==> src/rtl/sub_8bit_serial_if.sv <==
// Start/done request bus for the bit-serial 8-bit subtractor.
interface sub_8bit_serial_if;
  localparam int unsigned WIDTH = 8;

  logic             start;
  logic [WIDTH-1:0] a;
  logic [WIDTH-1:0] b;
  logic             bin;
  logic             busy;
  logic             done;
  logic [WIDTH-1:0] d;
  logic [WIDTH-1:0] bout;

  modport master (output start, a, b, bin, input busy, done, d, bout);
  modport slave  (input start, a, b, bin, output busy, done, d, bout);
endinterface

==> src/rtl/sub_8bit_serial.sv <==
// Bit-serial 8-bit subtractor: A - B - bin, one bit per clock, LSB first,
// with a per-bit borrow vector published alongside the difference.
module sub_8bit_serial (
  input  logic                    clk,
  input  logic                    rst,
  sub_8bit_serial_if.slave        bus
);
  localparam int unsigned WIDTH = 8;
  localparam int unsigned IDX_W = 3;

  typedef enum logic [1:0] {IDLE, RUN, DONE} state_t;

  state_t           state, state_n;
  logic [WIDTH-1:0] ra, ra_n, rb, rb_n;
  logic             br, br_n;
  logic [IDX_W-1:0] idx, idx_n;
  logic [WIDTH-1:0] sd, sd_n, sb, sb_n;
  logic [WIDTH-1:0] d, d_n, bout, bout_n;
  logic             busy, busy_n, done, done_n;

  // Current bit slice of the full-subtractor chain.
  logic x, y, s, n;
  assign x = ra[idx];
  assign y = rb[idx];
  assign s = x ^ y ^ br;
  assign n = (~x & y) | (~(x ^ y) & br);

  assign bus.d    = d;
  assign bus.bout = bout;
  assign bus.busy = busy;
  assign bus.done = done;

  // State and datapath registers; reset discards any in-flight operation.
  always_ff @(posedge clk or posedge rst) begin
    if (rst) begin
      state <= IDLE;
      ra    <= '0;
      rb    <= '0;
      br    <= 1'b0;
      idx   <= '0;
      sd    <= '0;
      sb    <= '0;
      d     <= '0;
      bout  <= '0;
      busy  <= 1'b0;
      done  <= 1'b0;
    end else begin
      state <= state_n;
      ra    <= ra_n;
      rb    <= rb_n;
      br    <= br_n;
      idx   <= idx_n;
      sd    <= sd_n;
      sb    <= sb_n;
      d     <= d_n;
      bout  <= bout_n;
      busy  <= busy_n;
      done  <= done_n;
    end
  end

  // Next-state and next-output logic; d/bout only move on the completion edge.
  always_comb begin
    state_n = state;
    ra_n    = ra;
    rb_n    = rb;
    br_n    = br;
    idx_n   = idx;
    sd_n    = sd;
    sb_n    = sb;
    d_n     = d;
    bout_n  = bout;
    busy_n  = busy;
    done_n  = done;

    case (state)
      IDLE, DONE: begin
        if (bus.start) begin
          ra_n    = bus.a;
          rb_n    = bus.b;
          br_n    = bus.bin;
          idx_n   = '0;
          sd_n    = '0;
          sb_n    = '0;
          busy_n  = 1'b1;
          done_n  = 1'b0;
          state_n = RUN;
        end else begin
          busy_n  = 1'b0;
          done_n  = 1'b0;
          state_n = IDLE;
        end
      end
      RUN: begin
        sd_n[idx] = s;
        sb_n[idx] = n;
        br_n      = n;
        if (idx == IDX_W'(WIDTH - 1)) begin
          d_n     = sd_n;
          bout_n  = sb_n;
          busy_n  = 1'b0;
          done_n  = 1'b1;
          state_n = DONE;
        end else begin
          idx_n = idx + IDX_W'(1);
        end
      end
      default: state_n = IDLE;
    endcase
  end
endmodule

==> src/flat_wrapper.sv <==
// flat-port wrapper written by rule: the top's interface ports become plain ports
module sub_8bit_serial_flat 
  (clk, rst, bus_start, bus_a, bus_b, bus_bin, bus_busy, bus_done, bus_d, bus_bout);
  sub_8bit_serial_if bus_i ();
  input  logic clk;
  input  logic rst;
  input wire logic [$bits(bus_i.start)-1:0] bus_start;
  input wire logic [$bits(bus_i.a)-1:0] bus_a;
  input wire logic [$bits(bus_i.b)-1:0] bus_b;
  input wire logic [$bits(bus_i.bin)-1:0] bus_bin;
  output wire logic [$bits(bus_i.busy)-1:0] bus_busy;
  output wire logic [$bits(bus_i.done)-1:0] bus_done;
  output wire logic [$bits(bus_i.d)-1:0] bus_d;
  output wire logic [$bits(bus_i.bout)-1:0] bus_bout;
  assign bus_i.start = bus_start;
  assign bus_i.a = bus_a;
  assign bus_i.b = bus_b;
  assign bus_i.bin = bus_bin;
  assign bus_busy = bus_i.busy;
  assign bus_done = bus_i.done;
  assign bus_d = bus_i.d;
  assign bus_bout = bus_i.bout;
  sub_8bit_serial u_core (.clk(clk), .rst(rst), .bus(bus_i));
endmodule
==> config.mk <==
export PLATFORM = sky130hd
export DESIGN_NAME = sub_8bit_serial_flat
export DESIGN_NICKNAME = d
export VERILOG_FILES = /design/src/rtl/sub_8bit_serial_if.sv /design/src/rtl/sub_8bit_serial.sv /design/src/flat_wrapper.sv
export SDC_FILE = /design/constraint.sdc
export NUM_CORES = 1
export LEC_CHECK = 0
export CORE_ASPECT_RATIO = 1.5
export CORE_MARGIN = 1.5
export CORE_UTILIZATION = 58
export DETAILED_ROUTE_END_ITERATION = 10
export HOLD_SLACK_MARGIN = 0.06
export PLACE_DENSITY = 0.92
export REMOVE_ABC_BUFFERS = 1
export SLEW_MARGIN = 20
export SYNTH_ARGS = -nofsm -noshare
export SYNTH_HDL_FRONTEND = slang
export SYNTH_SLANG_ARGS = --single-unit
==> constraint.sdc <==
create_clock -name clk -period 6.23 [get_ports clk]
set_clock_uncertainty 0.1 [all_clocks]
set_input_delay 1.246 -clock clk [delete_from_list [all_inputs] [get_ports clk]]
set_output_delay 1.246 -clock clk [all_outputs]
set_load 0.005 [all_outputs]
Word-level counts from Yosys, hierarchy flattened

Cells that the tools add are included.

Bits in registers: 56
Input bits: 20
Output and inout bits: 18
Logic and storage cells: 60

$add $sub $neg: 1
Magnitude comparators: 2
Eq/ne operators: 6
Muxes and demuxes: 24
Bitwise logic cells: 7
Reduce and logical (&&, ||, !) cells: 9

Operators by type and width:

| cell                                                               | count |
|---|---|
| case mux 8 bit (2 select lines)                                    | 2 |
| bitwise mux 8 bit                                                  | 2 |
| 2-to-1 mux 1 bit                                                   | 8 |
| 2-to-1 mux 8 bit                                                   | 1 |
| AND reduction 2 bit                                                | 4 |
| binary-select mux 1 bit (select 3 bit)                             | 2 |
| 2-to-1 mux 3 bit                                                   | 2 |
| case mux 1 bit (2 select lines)                                    | 3 |
| case mux 3 bit (2 select lines)                                    | 1 |
| less-than comparator 3 x 4 -> 1 bit (second input constant)        | 1 |
| != test 2 bit (second input constant)                              | 2 |
| case mux 2 bit (2 select lines)                                    | 1 |
| adder 3 x 1 -> 3 bit (second input constant)                       | 1 |
| demux 1 bit (select 3 bit)                                         | 1 |
| equality test 3 bit (second input constant)                        | 1 |
| greater-or-equal comparator 3 x 1 -> 1 bit (second input constant) | 1 |
| AND reduction 3 bit                                                | 1 |
| bitwise AND 1 bit                                                  | 2 |
| equality test 2 x 1 -> 1 bit (second input constant)               | 1 |
| equality test 2 bit (second input constant)                        | 1 |
| zero test 2 bit                                                    | 1 |
| 2-to-1 mux 2 bit                                                   | 1 |
| != test 2 x 1 -> 1 bit (second input constant)                     | 1 |
| NOT 1 bit                                                          | 2 |
| other kinds (5)                                                    | 6 |

Longest topological paths before layout

Depth in word-level cells: 8
Mapped depth: 9
Mapped depth without buffers: 7

Worst setup path before layout

Ideal clock, no wire load.

Path kind: reg2reg
Start point: reg u_core.idx[0]
End point: reg u_core.sd[4]
Library setup time: 0.121 ns
Arrival time: 2.248 ns
Required time: 6.009 ns
Slack: 3.761 ns
Cell stages (with the launch flop): 10
Buffers on the path: 2
Clock period less this slack: 2.469 ns
Path through: dfrtp_1 > buf_2 > buf_2 > nor2_1 > a221oi_1 > o32a_1 > fa_1 > clkinv_1 > and2_1 > a22o_1

Word-level cells in the longest chain between the ends: 6
Elaborated cells on any way between the ends: 13
Those cells by class: 2 x order compare; 8 x mux; 2 x bitwise; 1 x reduce/logical

RTL lines:

| item                                                                                    | RTL line                                     | text |
|---|---|---|
| start: declaration                                                                      | sub_8bit_serial.sv:16                        | `logic [IDX_W-1:0] idx, idx_n;` |
| start signal: assignment                                                                | sub_8bit_serial.sv:52                        | `idx <= idx_n;` |
| less-than comparator 3 x 4 -> 1 bit (implied by the code), or another cell as far along | sub_8bit_serial.sv:95                        | `sd_n[idx] = s;` |
| logical AND 1 bit (implied by the code), or another cell as far along                   | sub_8bit_serial.sv:95                        |  |
| 2-to-1 mux 1 bit (implied by the code) or XOR 1 bit (tied branches)                     | sub_8bit_serial.sv:95, sub_8bit_serial.sv:25 |  |
| demux 1 bit (select 3 bit) or XOR 1 bit (tied branches)                                 | n/a                                          |  |
| bitwise mux 8 bit *                                                                     | sub_8bit_serial.sv:95                        |  |
| case mux 8 bit (2 select lines) *                                                       | sub_8bit_serial.sv:76                        | `case (state)` |
| end signal: assignment                                                                  | sub_8bit_serial.sv:53                        | `sd <= sd_n;` |
| end: declaration                                                                        | sub_8bit_serial.sv:17                        | `logic [WIDTH-1:0] sd, sd_n, sb, sb_n;` |

Mark *: on every way between the ends. The rest lies on a longest branch, timed or not. The select of a mux whose other input is x is not followed.
A chain may end at the register's enable or synchronous reset.

Worst setup path after layout

Ends and elaborated chain as after synthesis.

==> impl_metrics.tcl <==
set metrics [dict create \
    postSynth.asyncResetShare 1.00 \
    fp.coreArea_sq_um 4250 \
    synthesis.area_sq_um 2580 \
    crit_required_ps 6340 \
    startpoint_type "register" \
    worstMarginPinSlew_ps 949 \
    ant_nets 0 \
    cts_buffer_depth 2 \
    switching_share 0.405 \
    seq_area_frac_synth 0.543 \
    cts.sinks 56 \
    drt-met1-wl_microns 2060 \
    yosys.area.top_type "dfrtp_1" \
    synth_flop_cell "dfrtp_1" \
    dpl.cell_count 320 \
    ios 38 \
    max_freq_ghz 0.342 \
    root_buffer "clkbuf_8" \
    top_layer "met4" \
    p_int_mw 0.970 \
    vias 1865 \
    p_leak_nw 1.49 \
    clk-insertion-delay-late_ps 310 \
    critPathKind "reg2reg" \
    synth_top_area_frac 0.543 \
    synth.distinct_cells 31 \
    die_height_microns 84.7 \
    r2r_start "u_core.idx[0]" \
    holdPathEnd "u_core.ra[7]" \
    first_global_vias 1844 \
    area_delta_synth_final_pct 18.3 \
    grt-ovfl-total 0 \
    viasPerCell 5.67 \
    dp.final_hpwl_microns 3430 \
    diodes 0 \
    nNetsFinal 305 \
    ys_ff_latch 56 \
    postCtsHoldBufs 0 \
    fillers 304 \
    post-route-util 0.719 \
    grt.total_usage 0.229 \
    synth_edf_count 0 \
    reg2reg_slack_ps 3310 \
    wl_met3_microns 132 \
    drt-total-wl_microns 4970 \
    drv_cap 0 \
    post_cts_buffers 0 \
    tns_ps 0 \
    hp-start "u_core.ra[7]" \
    min_path_type "reg2reg" \
    path_clk_slew_ps 90 \
    r2r_cells 7 \
    cts_tree "built" \
    yosysWarnings 0 \
    htreeDepth 2 \
    maxSlewHeadroom 0.367 \
    min_period_over_period 0.469 \
    power.share.clock 0.124 \
    cp.arrival_ps 3030 \
    period_needed_ps 2920 \
    die_w_microns 57.5 \
    vdd_drop_max_mv 0.374 \
    final_cell_count_no_fill 329 \
    rows 29 \
    yosysMostFrequentCell "nand2_1" \
    cp-end-kind "register" \
    hold-path-cell-count 2 \
    crit_fanout 17 \
    setup_violations 0 \
    avgSynthCellArea_sq_um 10.3 \
    grt_max_degree 57 \
    finalHoldViolCount 0 \
    drc_errors 0 \
    p_sw_mw 0.660 \
    r2r_end "u_core.sd[4]" \
    portBuffers 37 \
    dieArea_sq_um 4870 \
    initial_core_util 0.608 \
    dr.pass1.iters 4 \
    cts_resized 0 \
    seq_power_share 0.401 \
    place.gp.congestion 0.869 \
    wl_per_cell_microns 15.1 \
    yosys-top-cells-count "nand2_1, dfrtp_1, mux2i_1, o21ai_1, inv_1" \
    drv_slew 0 \
    drt-initial-drc-count 52 \
    layout-drive-gt1-share 0.0671 \
    postSynthCellCount 251 \
    holdWs_ps 376 \
    grt_pass1_wl_microns 8590 \
    met2WireLength_microns 2650 \
    synth_area_leaders "dfrtp_1, nand2_1, mux2i_1" \
    p_per_area_nw_per_um2 534 \
    cts_buffers 5 \
    p_comb_frac 0.476 \
    grt_antenna_before_repair 0 \
    outcome "completed" \
    rsz0062_at_grt "false" \
]
==> how the worst max path moves through the flow <==
stage / cells past startpoint / start / slack [ps] / end
after floorplan: 1 / rst / 3510 / u_core.br
after global placement: 4 / bus_start / 3350 / u_core.sb[6]
after detailed placement: 4 / bus_start / 3220 / u_core.sb[7]
after CTS: 7 / u_core.idx[0] / 3320 / u_core.sd[4]
after global routing: 7 / u_core.idx[0] / 3160 / u_core.sd[4]
final: 7 / u_core.idx[0] / 3310 / u_core.sd[4]
==> area by class of cell <==
type                       instances  area, sq um  area share
tap                               46         57.6      0.0189
timing repair buffer              39          389       0.127
clock inverter                     2         10.0     0.00328
clock buffer                       6         82.6      0.0270
inverter                          15         57.6      0.0189
multi-input combinational        165         1050       0.345
sequential                        56         1400       0.459
==> per-stage QoR <==
stage	area, sq um	total power [mW]	worst slack, ps
after floorplan	2510	1.15	3510
after global placement	2950	1.38	3350
after detailed placement	2950	1.43	3220
after CTS	3040	1.63	3320
after global routing	3050	1.75	3160
final	3050	1.63	3310
==> registers in the layout, summed over array words and instances, names as in the netlist <==
register,cells
u_core.bus.bout,8
u_core.bus.d,8
u_core.ra,8
u_core.rb,8
u_core.sb,8
u_core.sd,8
u_core.idx,3
u_core.state,2
u_core.br,1
u_core.bus.busy,1
u_core.bus.done,1
==> cells in the final DEF (no fill, tap or decap), types with 2 or more instances in the layout <==
cell type and count:
nand3_1 4, ha_1 2, clkbuf_8 6, and2_1 2
clkdlybuf4s50_1 37, mux2i_1 26, nand2_1 71, nor3b_2 3
o22ai_1 8, dfrtp_1 56, mux4_2 2, clkinv_2 3
nor2b_1 2, inv_1 12, o21ai_1 21, a22o_1 8
nand3b_1 4, clkinv_1 2
==> critical path, stage by stage (launching register included) <==
cell and delay, ps:
dfrtp_1 730, mux4_2 580, nand2_1 80, nand2_1 70, fa_1 480, clkinv_1 260
and2_1 290, a22o_1 240
==> layer usage <==
metal,GRT usage,up-vias
li1,-,903
met1,0.275,917
met2,0.394,35
met3,0.0431,10
met4,0.0994,0
met5,0,-
==> power by group through the flow <==
stage | registers [mW] | logic (mW) | clock network [mW]
5_1_grt | 0.677 | 0.853 | 0.218
3_3_place_gp | 0.644 | 0.731 | 0
2_1_floorplan | 0.631 | 0.516 | 0
3_5_place_dp | 0.659 | 0.768 | 0
6_report | 0.653 | 0.775 | 0.201
4_1_cts | 0.652 | 0.775 | 0.203
==> cell families (layout without fill, tap and decap cells) <==
kind of cell / Yosys count / count (layout) / share of synthesized area
buf+inv: 30 / 62 / 0.0480
compound gates: 41 / 41 / 0.103
simple gates: 91 / 91 / 0.161
flops: 56 / 56 / 0.543
mux: 30 / 30 / 0.127
fa+ha+maj: 3 / 3 / 0.0175
Power figures use the tool's default switching activity.
